### src/rtl/store_buffer.sv
// Posted-write buffer: in-order FIFO of stores with load forwarding. A store drains at the earliest one cycle after it is accepted.
// Backpressure: st_ready falls when the buffer is full. A load that is served without a stall owns the memory port.
module store_buffer #(
  parameter int DEPTH = 4,
  parameter int AW    = 16,
  parameter int DW    = 16
) (
  input  logic                     clk,
  input  logic                     rst,
  input  logic                     st_valid,
  input  logic [AW-1:0]            st_addr,
  input  logic [DW-1:0]            st_data,
  output logic                     st_ready,
  input  logic                     ld_valid,
  input  logic [AW-1:0]            ld_addr,
  output logic                     ld_hit,
  output logic [DW-1:0]            ld_data,
  output logic                     ld_stall,
  output logic                     mem_write,
  output logic [AW-1:0]            mem_addr,
  output logic [DW-1:0]            mem_wdata,
  output logic [$clog2(DEPTH):0]   count,
  output logic                     empty
);

  localparam int PW = $clog2(DEPTH);
  localparam int CW = PW + 1;
  localparam logic [CW-1:0] FULL_CNT = CW'(DEPTH);

  logic [PW-1:0] wr_ptr_q, wr_ptr_d;
  logic [PW-1:0] rd_ptr_q, rd_ptr_d;
  logic [CW-1:0] count_q, count_d;
  logic [AW-1:0] ent_addr_q [DEPTH];
  logic [AW-1:0] ent_addr_d [DEPTH];
  logic [DW-1:0] ent_data_q [DEPTH];
  logic [DW-1:0] ent_data_d [DEPTH];

  logic          enq;
  logic          drain;
  logic          fwd_hit;
  logic          fwd_overlap;
  logic [DW-1:0] fwd_data;
  logic [AW-1:0] ld_addr_p1;
  logic [AW-1:0] ld_addr_m1;
  logic [PW-1:0] idx;

  assign st_ready = (count_q != FULL_CNT);
  assign empty    = (count_q == '0);
  assign count    = count_q;
  assign enq      = st_valid && st_ready;

  // Walk oldest to youngest so the last exact match wins.
  always_comb begin
    fwd_hit     = 1'b0;
    fwd_overlap = 1'b0;
    fwd_data    = '0;
    idx         = '0;
    ld_addr_p1  = ld_addr + AW'(1);
    ld_addr_m1  = ld_addr - AW'(1);
    for (int i = 0; i < DEPTH; i++) begin
      idx = rd_ptr_q + PW'(i);
      if (CW'(i) < count_q) begin
        if (ent_addr_q[idx] == ld_addr) begin
          fwd_hit  = 1'b1;
          fwd_data = ent_data_q[idx];
        end
        if (ent_addr_q[idx] == ld_addr_p1 || ent_addr_q[idx] == ld_addr_m1) begin
          fwd_overlap = 1'b1;
        end
      end
    end
  end

  assign ld_stall = ld_valid && fwd_overlap;
  assign ld_hit   = ld_valid && fwd_hit && !fwd_overlap;
  assign ld_data  = ld_hit ? fwd_data : '0;

  // Reset suppresses the write strobe so no stale entry escapes in the reset cycle.
  assign drain     = !rst && !empty && (!ld_valid || ld_stall);
  assign mem_write = drain;
  assign mem_addr  = drain ? ent_addr_q[rd_ptr_q] : '0;
  assign mem_wdata = drain ? ent_data_q[rd_ptr_q] : '0;

  always_comb begin
    wr_ptr_d   = wr_ptr_q;
    rd_ptr_d   = rd_ptr_q;
    count_d    = count_q;
    ent_addr_d = ent_addr_q;
    ent_data_d = ent_data_q;
    if (enq) begin
      ent_addr_d[wr_ptr_q] = st_addr;
      ent_data_d[wr_ptr_q] = st_data;
      wr_ptr_d             = wr_ptr_q + PW'(1);
    end
    if (drain) begin
      rd_ptr_d = rd_ptr_q + PW'(1);
    end
    case ({enq, drain})
      2'b10:   count_d = count_q + CW'(1);
      2'b01:   count_d = count_q - CW'(1);
      default: count_d = count_q;
    endcase
  end

  always_ff @(posedge clk) begin
    if (rst) begin
      wr_ptr_q <= '0;
      rd_ptr_q <= '0;
      count_q  <= '0;
    end else begin
      wr_ptr_q <= wr_ptr_d;
      rd_ptr_q <= rd_ptr_d;
      count_q  <= count_d;
    end
  end

  always_ff @(posedge clk) begin
    ent_addr_q <= ent_addr_d;
    ent_data_q <= ent_data_d;
  end

endmodule
### config.mk
export PLATFORM = sky130hd
export DESIGN_NAME = store_buffer
export DESIGN_NICKNAME = d
export VERILOG_FILES = /design/src/rtl/store_buffer.sv
export SDC_FILE = /design/constraint.sdc
export NUM_CORES = 1
export LEC_CHECK = 0
export ABC_AREA = 1
export ABC_CLOCK_PERIOD_IN_PS = 6900
export CAP_MARGIN = 20
export CELL_PAD_IN_SITES_DETAIL_PLACEMENT = 1
export CELL_PAD_IN_SITES_GLOBAL_PLACEMENT = 2
export CORE_UTILIZATION = 35
export CTS_BUF_LIST = sky130_fd_sc_hd__clkbuf_4
export DETAILED_ROUTE_END_ITERATION = 8
export GPL_TIMING_DRIVEN = 0
export PLACE_DENSITY = 0.92
export SLEW_MARGIN = 20
export SYNTH_ARGS = -nofsm -noshare
export SYNTH_HDL_FRONTEND = slang
export SYNTH_SLANG_ARGS = --single-unit
export TNS_END_PERCENT = 20
### constraint.sdc
create_clock -name clk -period 6.9 [get_ports clk]
set_input_delay 1.38 -clock clk [delete_from_list [all_inputs] [get_ports clk]]
set_output_delay 1.38 -clock clk [all_outputs]
set_load 0.03 [all_outputs]
; ---- Word level (Yosys, flattened, before mapping)
; Index checks and enable logic that the tools add are counted.
[op_classes]
add_sub_neg = 8
order_cmp = 10
n_eq_ne = 15
n_mux = 56
bitwise_logic = 5
reduce_logical = 18
[ops]
columns = op, n
row1 = $mux 16, 28
row2 = $bmux 16 s2, 8
row3 = $eq 16x16->1, 12
row4 = $bwmux 64, 2
row5 = $demux 16 s2, 1
row6 = $add 16x1->16 const B, 1
row7 = $mux 1, 16
row8 = $sub 16x1->16 const B, 1
row9 = $ge 3x3->1 const B, 5
row10 = $not 2->3, 5
row11 = $logic_and 1x1->1, 7
row12 = $lt 1x3->1 const A, 2
row13 = $lt 2x3->1 const A, 2
row14 = $pmux 3 s2, 1
row15 = $logic_or 1x1->1, 5
row16 = $add 2x1->2 const B, 2
row17 = $add 2x2->2 const B, 2
row18 = $logic_not 1->1, 4
row19 = $add 3x1->3 const B, 1
row20 = $logic_not 3->1, 1
row21 = $lt 3x1->1 const B, 1
row22 = $ne 3x3->1 const B, 1
row23 = $sub 3x1->3 const B, 1
row24 = $eq 2x1->1 const B, 1
row25 = 2 further kinds, 2
[word_totals]
register_bits = 135
inputBits = 52
output_inout_bits = 56
elab_cells = 123

; ---- Logic depth before layout (Yosys ltp)
[depth]
depth_word = 19
ltp_mapped = 30
mapped_depth_nobuf = 27

; ---- Worst setup path before layout
; OpenSTA, ideal clock, no wires.
[synth_timing]
path_type = input -> output
start = input port ld_addr[0]
end = output port mem_wdata[10]
arrival_time_ps = 4003
slack_ps = 1517
stages = 21
cell_sequence = inv_1 clkbuf_1 ha_1 buf_2 nand2_1 nor2_2 nand2_1 nand2_1 o21ai_0 nor2_1 nand2_1 nor2_1 nand2_1 nand2_1 nand2_1 nand2_1 nor2_2 nand2_1 nand2_4 buf_4 nor2_1
[synth_between]
elab_chain_len = 15
[synth_rtl]
columns = item, line
row1 = from (decl), 15  ; input logic [AW-1:0] ld_addr,
row2 = $add 16x1->16 / $sub 16x1->16 (equally long branches), "58, 59"
row3 = $eq 16x16->1, 67  ; if (ent_addr_q[idx] == ld_addr_p1 || ent_addr_q[idx] == ld_addr_m1) begin
row4 = $logic_or 1x1->1, 67
row5 = $mux 1, 67
row6 = $mux 1, 62  ; if (CW'(i) < count_q) begin
row7 = $mux 1, 67
row8 = $mux 1, 62
row9 = $mux 1, 67
row10 = $mux 1, 62
row11 = $mux 1, 67
row12 = $mux 1 *, 62
row13 = $logic_and 1x1->1 *, 74  ; assign ld_stall = ld_valid && fwd_overlap;
row14 = $logic_or 1x1->1 *, 79  ; assign drain = !rst && !empty && (!ld_valid || ld_stall);
row15 = $logic_and 1x1->1 *, 79
row16 = $mux 16 *, 82  ; assign mem_wdata = drain ? ent_data_q[rd_ptr_q] : '0;
row17 = to (decl), 21  ; output logic [DW-1:0] mem_wdata,
; Mark *: on every way between the ends. The rest lies on a longest branch, timed or not.

; ---- Worst setup path after layout
[layout_timing]
start = input port ld_addr[0]
end = output port mem_wdata[4]
; Same word-level chain as after synthesis.

==> implementation parameters <==
Parameter                              Value

Run status
  Result of the run ... finished clean

Floorplanning
  Boundary Pins ... 108
  Initial cell density of the core ... 35.6%
  FP Rows ... 69
  Vertical extent of the die ... 192 µm
  Die ar. ... 37000 µm²
  Die outline width ... 192 µm
  Core Region ... 35600 µm²

Worst setup path
  Reg2Reg Capture Point ... count[2]
  Required arrival time at the worst endpoint ... 5520 ps
  Path type of the worst setup path ... input pin to output port
  Worst Setup End Kind ... output port
  Worst Setup Start Kind ... input pin
  Cell count of the worst reg-to-reg path ... 23
  Worst path arrival time ... 5320 ps
  Slack of the worst reg-to-reg path ... 2140 ps
  Worst-path fanout max ... 10
  Reg-to-reg critical path startpoint ... rd_ptr_q[1]
  Critical path startpoint ... ld_addr[0]
  Last element of the critical path ... mem_wdata[4]

Routing
  Number of iterations in the first detailed-routing pass ... 5
  Detailed router's first-iteration violation count ... 1295
  Number of nets still failing antenna checks after routing ... 0
  Vias per std cell ... 5.49
  Total wire length after detailed routing ... 64.3 mm
  WL per Instance ... 23.7 µm
  Vias after detailed routing ... 14900
  DRC violations left ... 0

STA
  Hold Vio Cnt, Final ... 0
  Hold Worst Slack ... 568 ps
  Total Neg Setup Slack ... 0 ps
  Setup skew after layout ... 69.5 ps
  Endpoints failing setup ... 0
  Max transition margin ... 29.1%
  Highest attainable clock frequency ... 149 MHz
  Slew of the pin with the lowest slew margin ... 1060 ps
  Unrepaired setup endpoints after global routing ... yes
  Shortest clock period the worst path allows after layout ... 6700 ps
  Final period utilization ... 97.1%
  Number of slew-limit violations in the final report ... 0

GRT
  Number of antenna violations at the first check in global routing ... 1
  Grt met1 use ... 49.5%
  Via count of the first global-routing pass ... 14500
  Grt ovf ... 0
  All-Layer GR Usage ... 35.2%
  Global routing usage on met2 ... 54.4%
  Met3 Use GR ... 4.62%
  Largest net degree at the start of global routing ... 20
  First-pass GRT wire length ... 93.2 mm
  Busiest layer in global routing ... met2

Clock tree
  Clock Sink Count ... 135
  Number of buffers created by CTS ... 17
  Library cell used as clock root buffer ... sky130_fd_sc_hd__clkbuf_4
  Clock latency on the worst-skew pair ... 640 ps
  TritonCTS clock tree ... built
  Max Root-Sink Buffers ... 2
  H-tree depth ... 4
  Post-CTS clock slew at the launch and capture registers of the worst setup and hold paths ... 190 ps
  Number of buffers inserted by hold repair at cts ... 0

Yosys
  Cell with the most instances after synthesis ... sky130_fd_sc_hd__nand2_1
  Share of synthesized flip-flops with an asynchronous set or reset ... 0%
  Count of flip-flops with a built-in enable after synthesis ... 128
  Top area cells in the synthesized netlist ... sky130_fd_sc_hd__edfxtp_1, sky130_fd_sc_hd__nand2_1, sky130_fd_sc_hd__nand3_1, sky130_fd_sc_hd__o21ai_0, sky130_fd_sc_hd__inv_1
  Area leader, netlist ... sky130_fd_sc_hd__edfxtp_1
  Most instantiated flip-flop cell in the synthesis netlist ... sky130_fd_sc_hd__edfxtp_1
  Synth Net Count ... 2170
  Commonest cells in the synthesized netlist ... sky130_fd_sc_hd__nand2_1, sky130_fd_sc_hd__inv_1, sky130_fd_sc_hd__nor2_1
  Number of storage elements in the synthesis netlist ... 135
  Gate count after technology mapping ... 2108
  Post-Syn Area per Cell ... 6.01 µm²
  Area of the mapped netlist ... 12700 µm²
  Yosys warns ... 0
  Share of synthesized area occupied by flip-flops and latches ... 31.4%
  Area share of the largest cell type after synthesis ... 30.3%
  Count of distinct cell types in the synthesized netlist ... 45

Pwr
  Leakage component of the power ... 0.00707 µW
  Ratio of total power to cell area ... 202 nW/µm²
  VDD IR max ... 195 µV

Cells and area
  Synth-to-layout area growth ... 15.9%
  Storage element area ... 3980 µm²
  FILL cells ... 4853
  # nets final ... 2299
  Area occupied by multi-input gates ... 7420 µm²
  Proportion of layout cells with a drive suffix above 1 ... 6.62%
  Final design instance area without fill ... 14700 µm²

Placement
  Number of port buffers ... 103
  RD Place Congestion ... 0.980
  Placed wire-length estimate ... 53.9 mm
  Placed Area ... 14400 µm²

Min path
  Hold Path Class ... flop to flop

Job
  Reported max-cap violation count ... 0
==> where the power goes <==
part	total (µW)	internal [µW]	switching (µW)
sequential	970	945	24.3
combinational	1440	366	1070
clock	561	226	334
==> placed cells by master (no fill, tap or decap), drive strengths merged, types with 2 or more instances in the layout <==
master and count:
a21oi 24, a221oi 2, buf 63, bufinv 2, clkbuf 75, clkdlybuf4s15 9
clkdlybuf4s50 59, clkinv 4, clkinvlp 4, dfxtp 7, diode 2, dlygate4sd2 15
edfxtp 128, ha 10, inv 237, nand2 861, nand3 205, nand3b 5
nand4 30, nor2 224, nor3 5, nor4 4, o211ai 3, o21ai 214
o221ai 2, o22ai 18, or2 2, xnor2 8, xor2 24
==> flip-flops by register name, summed over array words and instances (netlist names) <==
name / cells
ent_addr_q: 64
rd_ptr_q: 2
count: 3
wr_ptr_q: 2
ent_data_q: 64
==> layer usage <==
| layer | up-vias | part of all wire, % |
|---|---|---|
| li1 | 7011 | - |
| met1 | 7260 | 46 |
| met4 | 0 | 3.7 |
| met3 | 85 | 6.3 |
| met5 | - | 0 |
| met2 | 529 | 44 |
==> layout make-up <==
| class | count | area share (%) |
|---|---|---|
| Antenna cell | 2 | 0.0341 |
| Buffer | 92 | 3.31 |
| Clock buffer | 19 | 0.971 |
| Clock inverter | 13 | 0.996 |
| Inverter | 234 | 6.00 |
| Multi-Input combinational cell | 1647 | 50.5 |
| Sequential cell | 135 | 27.1 |
| Tap cell | 461 | 3.93 |
| Timing Repair Buffer | 110 | 7.14 |
==> logic make-up after synthesis <==
family,share of synthesized area [%]
AND/OR/NAND/NOR,43.5
buffers and inverters,10.7
adder cells (fa/ha/maj),0.987
AO/OA/AOI/OAI,11.2
flip-flops,31.4
XOR/XNOR,2.21
==> worst max-delay path: stages <==
cell	delay [ps]
sky130_fd_sc_hd__clkdlybuf4s15_2	370
sky130_fd_sc_hd__inv_2	100
sky130_fd_sc_hd__buf_4	210
sky130_fd_sc_hd__ha_1	230
sky130_fd_sc_hd__buf_4	200
sky130_fd_sc_hd__xnor2_4	290
sky130_fd_sc_hd__inv_1	120
sky130_fd_sc_hd__nand2_1	80
sky130_fd_sc_hd__nand2_1	60
sky130_fd_sc_hd__nor2_1	320
sky130_fd_sc_hd__nand2_1	90
sky130_fd_sc_hd__nor2_1	190
sky130_fd_sc_hd__nand2_1	100
sky130_fd_sc_hd__nor2_1	100
sky130_fd_sc_hd__nand2_1	70
sky130_fd_sc_hd__nand2_1	60
sky130_fd_sc_hd__nand2_1	60
sky130_fd_sc_hd__nand2_1	120
sky130_fd_sc_hd__nor2_2	70
sky130_fd_sc_hd__nand2_1	160
sky130_fd_sc_hd__nand2_8	160
sky130_fd_sc_hd__buf_4	230
sky130_fd_sc_hd__nor2_1	200
sky130_fd_sc_hd__clkdlybuf4s15_2	330
==> how the worst min path moves through the flow <==
stage / to / from / cells after the start
after floorplan: wr_ptr_q[1] / wr_ptr_q[1] / 2
after global placement: wr_ptr_q[1] / wr_ptr_q[1] / 2
after CTS: wr_ptr_q[1] / wr_ptr_q[1] / 2
after global routing: wr_ptr_q[1] / wr_ptr_q[1] / 2
final: wr_ptr_q[1] / wr_ptr_q[1] / 2
after detailed placement: wr_ptr_q[1] / wr_ptr_q[1] / 2
==> repair_timing <==
action                     CTS  global route
gates resized for setup     66            58
pin swaps                    1             1
buffers inserted             1             2
setup endpoints to repair   51            50
==> metrics by stage <==
step	setup slack, ps	std cells	power (µW)	utilization, %
3_3_place_gp	-1300	2672	2350	40.2
5_1_grt	-18.9	2713	3110	41.3
6_report	197	2713	2970	41.3
4_1_cts	4.55	2709	2950	41.4
2_1_floorplan	1520	2108	1800	-
3_5_place_dp	-1350	2676	2390	40.6
(Power assumes the default switching activity.)
